--- config.mk ---
export PLATFORM = sky130hd
export DESIGN_NAME = my_cpu_fetch_flat
export DESIGN_NICKNAME = d
export VERILOG_FILES = /design/src/rtl/my_cpu_pkg.sv /design/src/rtl/my_cpu_fetch_if.sv /design/src/rtl/my_cpu_fetch_fifo.sv /design/src/rtl/my_cpu_fetch.sv /design/src/flat_wrapper.sv
export SDC_FILE = /design/constraint.sdc
export NUM_CORES = 1
export LEC_CHECK = 0
export BUFFER_PORTS_ARGS = -buffer_cell sky130_fd_sc_hd__clkbuf_2
export CORE_MARGIN = 2
export CORE_UTILIZATION = 53
export DETAILED_ROUTE_END_ITERATION = 10
export PLACE_DENSITY_LB_ADDON = 0.25
export SYNTH_ARGS = -nofsm -noshare
export SYNTH_HDL_FRONTEND = slang
export SYNTH_SLANG_ARGS = --single-unit
--- constraint.sdc ---
create_clock -name clk -period 3.5 [get_ports clk]
set_clock_uncertainty 0.05 [all_clocks]
set_input_delay 0.525 -clock clk [delete_from_list [all_inputs] [get_ports clk]]
set_output_delay 0.525 -clock clk [all_outputs]
set_load 0.05 [all_outputs]
--- src/rtl/my_cpu_pkg.sv ---
// my_cpu_pkg: shared constants, FSM encoding and fetch-entry sizing for the MY_CPU fetch stage
package my_cpu_pkg;
  localparam int DEF_ADDR_W = 8;
  localparam int DEF_DATA_W = 16;
  localparam int DEF_RESET_PC = 0;
  localparam int DEF_ENTRY_W = DEF_DATA_W + DEF_ADDR_W;
  typedef enum logic {IDLE = 1'b0, RUN = 1'b1} fetch_state_e;
  function automatic int entry_w(input int aw, input int dw);
    return dw + aw;
  endfunction
endpackage

--- src/rtl/my_cpu_fetch_if.sv ---
// my_cpu_fetch_if: imem, redirect and instruction handshake signals of the fetch stage
interface my_cpu_fetch_if #(
  parameter int ADDR_W = 8,
  parameter int DATA_W = 16
);
  logic              fetch_en;
  logic              imem_rd;
  logic [ADDR_W-1:0] imem_addr;
  logic [DATA_W-1:0] imem_rdata;
  logic              redirect_valid;
  logic [ADDR_W-1:0] redirect_pc;
  logic              inst_valid;
  logic              inst_ready;
  logic [DATA_W-1:0] inst_data;
  logic [ADDR_W-1:0] inst_pc;
  modport master (
    input  fetch_en, imem_rdata, redirect_valid, redirect_pc, inst_ready,
    output imem_rd, imem_addr, inst_valid, inst_data, inst_pc
  );
  modport slave (
    output fetch_en, imem_rdata, redirect_valid, redirect_pc, inst_ready,
    input  imem_rd, imem_addr, inst_valid, inst_data, inst_pc
  );
endinterface

--- src/rtl/my_cpu_fetch_fifo.sv ---
// my_cpu_fetch_fifo: prefetch FIFO with flush; flush wins over push, pop alongside flush is harmless
module my_cpu_fetch_fifo import my_cpu_pkg::*; #(
  parameter int W = DEF_ENTRY_W,
  parameter int DEPTH = 2,
  localparam int PW = $clog2(DEPTH),
  localparam int CW = PW + 1
) (
  input  logic          clk,
  input  logic          rst,
  input  logic          push,
  input  logic          pop,
  input  logic          flush,
  input  logic [W-1:0]  din,
  output logic [W-1:0]  head,
  output logic [CW-1:0] count
);
  logic [W-1:0]  mem [DEPTH];
  logic [PW-1:0] wptr, rptr;
  // pointer and occupancy tracking; pointers wrap naturally since DEPTH is a power of two
  always_ff @(posedge clk) begin
    if (rst || flush) begin
      wptr  <= '0;
      rptr  <= '0;
      count <= '0;
    end else begin
      if (push) wptr <= wptr + PW'(1);
      if (pop) rptr <= rptr + PW'(1);
      count <= count + CW'(push) - CW'(pop);
    end
  end
  // storage write; a flushed push is never stored
  always_ff @(posedge clk) begin
    if (push && !flush) mem[wptr] <= din;
  end
  assign head = mem[rptr];
endmodule

--- src/rtl/my_cpu_fetch.sv ---
// my_cpu_fetch: PC generation, imem read issue, prefetch buffering and redirect flush
module my_cpu_fetch import my_cpu_pkg::*; #(
  parameter int ADDR_W = DEF_ADDR_W,
  parameter int DATA_W = DEF_DATA_W,
  parameter int DEPTH = 2,
  parameter logic [ADDR_W-1:0] RESET_PC = ADDR_W'(DEF_RESET_PC)
) (
  input logic         clk,
  input logic         RESET,
  my_cpu_fetch_if.master bus
);
  localparam int CW = $clog2(DEPTH) + 1;
  localparam int EW = entry_w(ADDR_W, DATA_W);
  fetch_state_e      state;
  logic [ADDR_W-1:0] pc, pc_q;
  logic              inflight, kill, issue, push, pop;
  logic [CW-1:0]     count;
  logic [CW:0]       occ;
  logic [EW-1:0]     head;
  assign pop   = bus.inst_valid & bus.inst_ready;
  assign push  = inflight & ~kill;
  assign occ   = (CW+1)'(count) + (CW+1)'(inflight) - (CW+1)'(pop);
  assign issue = (state == RUN) && bus.fetch_en && !bus.redirect_valid && (occ < (CW+1)'(DEPTH));
  // FSM, PC and in-flight tracking; a redirect overrides the PC and forbids issue that cycle
  always_ff @(posedge clk) begin
    if (RESET) begin
      state    <= IDLE;
      pc       <= RESET_PC;
      pc_q     <= RESET_PC;
      inflight <= 1'b0;
      kill     <= 1'b0;
    end else begin
      inflight <= issue;
      kill     <= bus.redirect_valid;
      if (issue) pc_q <= pc;
      pc       <= bus.redirect_valid ? bus.redirect_pc : issue ? pc + ADDR_W'(1) : pc;
      state    <= (state == IDLE) ? (bus.fetch_en ? RUN : IDLE)
                : (!bus.fetch_en && (!inflight || bus.redirect_valid)) ? IDLE : RUN;
    end
  end
  my_cpu_fetch_fifo #(.W(EW), .DEPTH(DEPTH)) u_fifo (
    .clk   (clk),
    .rst   (RESET),
    .push  (push),
    .pop   (pop),
    .flush (bus.redirect_valid),
    .din   ({bus.imem_rdata, pc_q}),
    .head  (head),
    .count (count)
  );
  assign bus.imem_rd    = issue;
  assign bus.imem_addr  = pc;
  assign bus.inst_valid = (count != '0);
  assign bus.inst_data  = bus.inst_valid ? head[EW-1:ADDR_W] : '0;
  assign bus.inst_pc    = bus.inst_valid ? head[ADDR_W-1:0] : '0;
endmodule

--- src/flat_wrapper.sv ---
// flat-port wrapper written by rule: the top's interface ports become plain ports
module my_cpu_fetch_flat import my_cpu_pkg::*;
#(
  parameter int ADDR_W = DEF_ADDR_W,
  parameter int DATA_W = DEF_DATA_W,
  parameter int DEPTH = 2,
  parameter logic [ADDR_W-1:0] RESET_PC = ADDR_W'(DEF_RESET_PC)
)
  (clk, RESET, bus_fetch_en, bus_imem_rdata, bus_redirect_valid, bus_redirect_pc, bus_inst_ready, bus_imem_rd, bus_imem_addr, bus_inst_valid, bus_inst_data, bus_inst_pc);
  my_cpu_fetch_if #(.ADDR_W(ADDR_W), .DATA_W(DATA_W)) bus_i ();
  input logic clk;
  input logic RESET;
  input wire logic [$bits(bus_i.fetch_en)-1:0] bus_fetch_en;
  input wire logic [$bits(bus_i.imem_rdata)-1:0] bus_imem_rdata;
  input wire logic [$bits(bus_i.redirect_valid)-1:0] bus_redirect_valid;
  input wire logic [$bits(bus_i.redirect_pc)-1:0] bus_redirect_pc;
  input wire logic [$bits(bus_i.inst_ready)-1:0] bus_inst_ready;
  output wire logic [$bits(bus_i.imem_rd)-1:0] bus_imem_rd;
  output wire logic [$bits(bus_i.imem_addr)-1:0] bus_imem_addr;
  output wire logic [$bits(bus_i.inst_valid)-1:0] bus_inst_valid;
  output wire logic [$bits(bus_i.inst_data)-1:0] bus_inst_data;
  output wire logic [$bits(bus_i.inst_pc)-1:0] bus_inst_pc;
  assign bus_i.fetch_en = bus_fetch_en;
  assign bus_i.imem_rdata = bus_imem_rdata;
  assign bus_i.redirect_valid = bus_redirect_valid;
  assign bus_i.redirect_pc = bus_redirect_pc;
  assign bus_i.inst_ready = bus_inst_ready;
  assign bus_imem_rd = bus_i.imem_rd;
  assign bus_imem_addr = bus_i.imem_addr;
  assign bus_inst_valid = bus_i.inst_valid;
  assign bus_inst_data = bus_i.inst_data;
  assign bus_inst_pc = bus_i.inst_pc;
  my_cpu_fetch #(.ADDR_W(ADDR_W), .DATA_W(DATA_W), .DEPTH(DEPTH), .RESET_PC(RESET_PC)) u_core (.clk(clk), .RESET(RESET), .bus(bus_i));
endmodule
==> results.json <==
{
  "die_height_um": 77.8,
  "cts_max_level": 3,
  "internal-power_uw": 1210,
  "portBuffers": 62,
  "arrival_ps": 2720,
  "r2r_start": "u_core.u_fifo.count[1]",
  "cts_setup_buffers": 0,
  "tns_ps": 0,
  "synth_top_family_by_area": "simple AND/OR/NAND/NOR gates",
  "clk_path_buf_depth": 2,
  "power_frac_comb": 0.055,
  "grtUsageTotal": 0.177,
  "hpwl_um": 3300,
  "r2r_cells": 7,
  "hold_class": "in2reg",
  "area_growth_pct": 19.3,
  "synth_area_um2": 2890,
  "core_area_um2": 5170,
  "ys_types": 39,
  "fin_hold_ws_ps": 316,
  "clockPowerShare": 0.356,
  "viasPerCell": 5.26,
  "worst_slew_pin_slew_ps": 1040,
  "rows": 26,
  "cts-resized-gates": 0,
  "drv_slew": 0,
  "switching_power_uw": 354,
  "initial_utilization": 0.558,
  "clk_latency_ps": 340,
  "crit_path_start_kind": "flip-flop",
  "grt_overflow_total": 0,
  "cts_made_buffers": 9,
  "worst_setup_path_end_kind": "output pin",
  "postSynthCellCount": 231,
  "final_cell_mix": "clkbuf_2, edfxtp_1, nor2_1",
  "antenna_found_initial": 0,
  "ff2ff_setup_slack_ps": 860,
  "pwr_density_cell_nw_per_um2": 455,
  "hold_buffers": 0,
  "synthSimpleGateAreaFrac": 0.124,
  "relSlewSlack": 0.308,
  "setup_viol": 0,
  "fmax_mhz": 303,
  "synth_xor_area_frac": 0.0238,
  "routedWlPerCell_um": 13.6,
  "nFillCells": 394,
  "power_uw": 1570,
  "ys_ff_latch": 72,
  "first_pass_iters": 4,
  "synth_compound_area_frac": 0.0650,
  "layout-drive-gt1-share": 0.281,
  "setup.worst_path.end": "bus_imem_rd",
  "drt_iter0_markers": 73,
  "wirelength_um": 5070,
  "ant_nets": 0,
  "min_period_over_period": 0.943,
  "leakagePower_uw": 0.00126,
  "ioPinCount": 63,
  "antenna_cells": 0,
  "final_hold_viol_count": 0,
  "cts_tree": "yes",
  "synth_fp_nets": 263,
  "gp_congestion": 0.820,
  "grt_first_pass_wirelength_um": 8170,
  "synth_adder_area_share": 0.0156,
  "nNetsFinal": 329,
  "final_common_cell": "clkbuf_2",
  "clockRootBuffer": "clkbuf_8",
  "cts_num_sinks": 72,
  "run_status": "finished, final reports clean",
  "synthMuxAreaShare": 0.0832,
  "route.vias.total": 1956,
  "grt_max_degree": 26,
  "die_w_um": 77.8,
  "switching_share": 0.226,
  "synth.avg_cell_area_um2": 12.5,
  "maxCapViolations": 0,
  "yosysSeqAreaShare": 0.666,
  "required_ps": 2920,
  "first_global_vias": 1839,
  "clk_pin_slew_ps": 70,
  "rr_endpoint": "u_core.bus.imem_addr[6]",
  "ir_drop_v": 0.000218,
  "synth_warnings": 0,
  "startpoint": "u_core.u_fifo.count[1]",
  "die_area_um2": 6060,
  "rsz0062_at_grt": "false",
  "drc": 0,
  "period_minus_slack_ps": 3300,
  "pwr-share-seq": 0.589,
  "cp_max_fo": 14,
  "crit_type": "reg2out"
}
## critical path: stages, from the launching register on
cell	delay, ps
dfxtp_1	410
o21ai_1	310
nor2_1	100
fa_1	540
and4b_1	250
nand2_2	190
inv_2	260
clkbuf_2	320
## through the flow
step	instances	utilization	setup slack, ps	area, µm²
after floorplan	231	-	442	2890
after CTS	372	0.666	180	3450
after global routing	372	0.666	18.4	3450
after global placement	356	0.634	533	3280
after detailed placement	356	0.634	469	3280
final	372	0.666	201	3450
## cell families (layout without fill, tap and decap cells)
kind of cell | Yosys count | in the layout
fa+ha+maj | 3 | 3
flops | 72 | 72
buf+inv | 16 | 87
compound gates | 32 | 32
mux | 24 | 24
simple gates | 77 | 77
xor+xnor | 7 | 7
## metal layers
| metal | wire length [µm] | GRT usage | vias to the layer above |
|---|---|---|---|
| met5 | 0 | 0 | - |
| met4 | 123 | 0.113 | 0 |
| met3 | 379 | 0.0384 | 12 |
| met2 | 2410 | 0.282 | 82 |
| met1 | 2150 | 0.219 | 890 |
| li1 | - | - | 972 |
## synthesized netlist by cell type
cell,instances,area [µm²]
a22oi_1,1,7.51
and3_1,1,6.26
clkbuf_1,6,22.5
nand2b_1,1,6.26
nand4_1,1,6.26
dfxtp_1,24,480
a211oi_1,2,15.0
xor2_1,5,43.8
nor3_1,3,15.0
nand3b_1,1,7.51
nor2_1,34,128
o21ai_1,4,20.0
buf_2,4,20.0
nand2_1,21,78.8
and4_1,1,8.76
nand3_1,2,10.0
a31oi_1,3,18.8
a21oi_1,16,80.1
nor3b_1,2,15.0
nand2_2,1,6.26
or2_1,1,6.26
edfxtp_1,48,1440
o311ai_1,1,8.76
xnor2_1,1,8.76
o311ai_0,1,8.76
nor4_1,2,12.5
and4b_1,2,20.0
or4_1,2,15.0
o21ai_0,1,5.00
a32oi_1,1,8.76
ha_1,2,25.0
nand4b_1,2,17.5
o211ai_1,1,7.51
inv_2,1,3.75
a21boi_0,1,7.51
xnor2_2,1,16.3
mux2i_1,24,240
fa_1,1,20.0
inv_1,5,18.8
## flip-flops by register name (all words and copies together), names as in the netlist, named ones only
signal,flops
u_core.u_fifo.count,2
u_core.kill,1
u_core.inflight,1
u_core.bus.imem_addr,8
u_core.u_fifo.rptr,1
u_core.pc_q,8
u_core.state,1
u_core.u_fifo.wptr,1
u_core.u_fifo.mem,48
## area by class of cell
type,count,area (µm²),share of cell area
inverters,6,22.5,0.00654
well taps,70,87.6,0.0254
clock buffers,12,145,0.0421
multi-input cells,143,913,0.265
clock inverters,4,22.5,0.00654
flip-flops and latches,72,1920,0.558
repair buffers,65,333,0.0966
## worst min-delay path by stage
stage | start | endpoint | cells after the start
after floorplan | u_core.pc_q[0] | u_core.u_fifo.mem[0][0] | 0
after global placement | u_core.pc_q[7] | u_core.u_fifo.mem[0][7] | 0
after detailed placement | u_core.pc_q[1] | u_core.u_fifo.mem[0][1] | 0
after CTS | bus_imem_rdata[11] | u_core.u_fifo.mem[0][19] | 1
after global routing | bus_imem_rdata[8] | u_core.u_fifo.mem[0][16] | 1
final | bus_imem_rdata[11] | u_core.u_fifo.mem[0][19] | 1
## power by group through the flow
stage	registers [µW]	clock network (µW)	logic, µW
after floorplan	958	0	35.8
after global placement	941	0	84.5
after detailed placement	942	0	86.4
after CTS	923	570	86.8
after global routing	924	605	94.9
final	923	557	86.5
No activity file was read; power rests on OpenSTA's default activity.
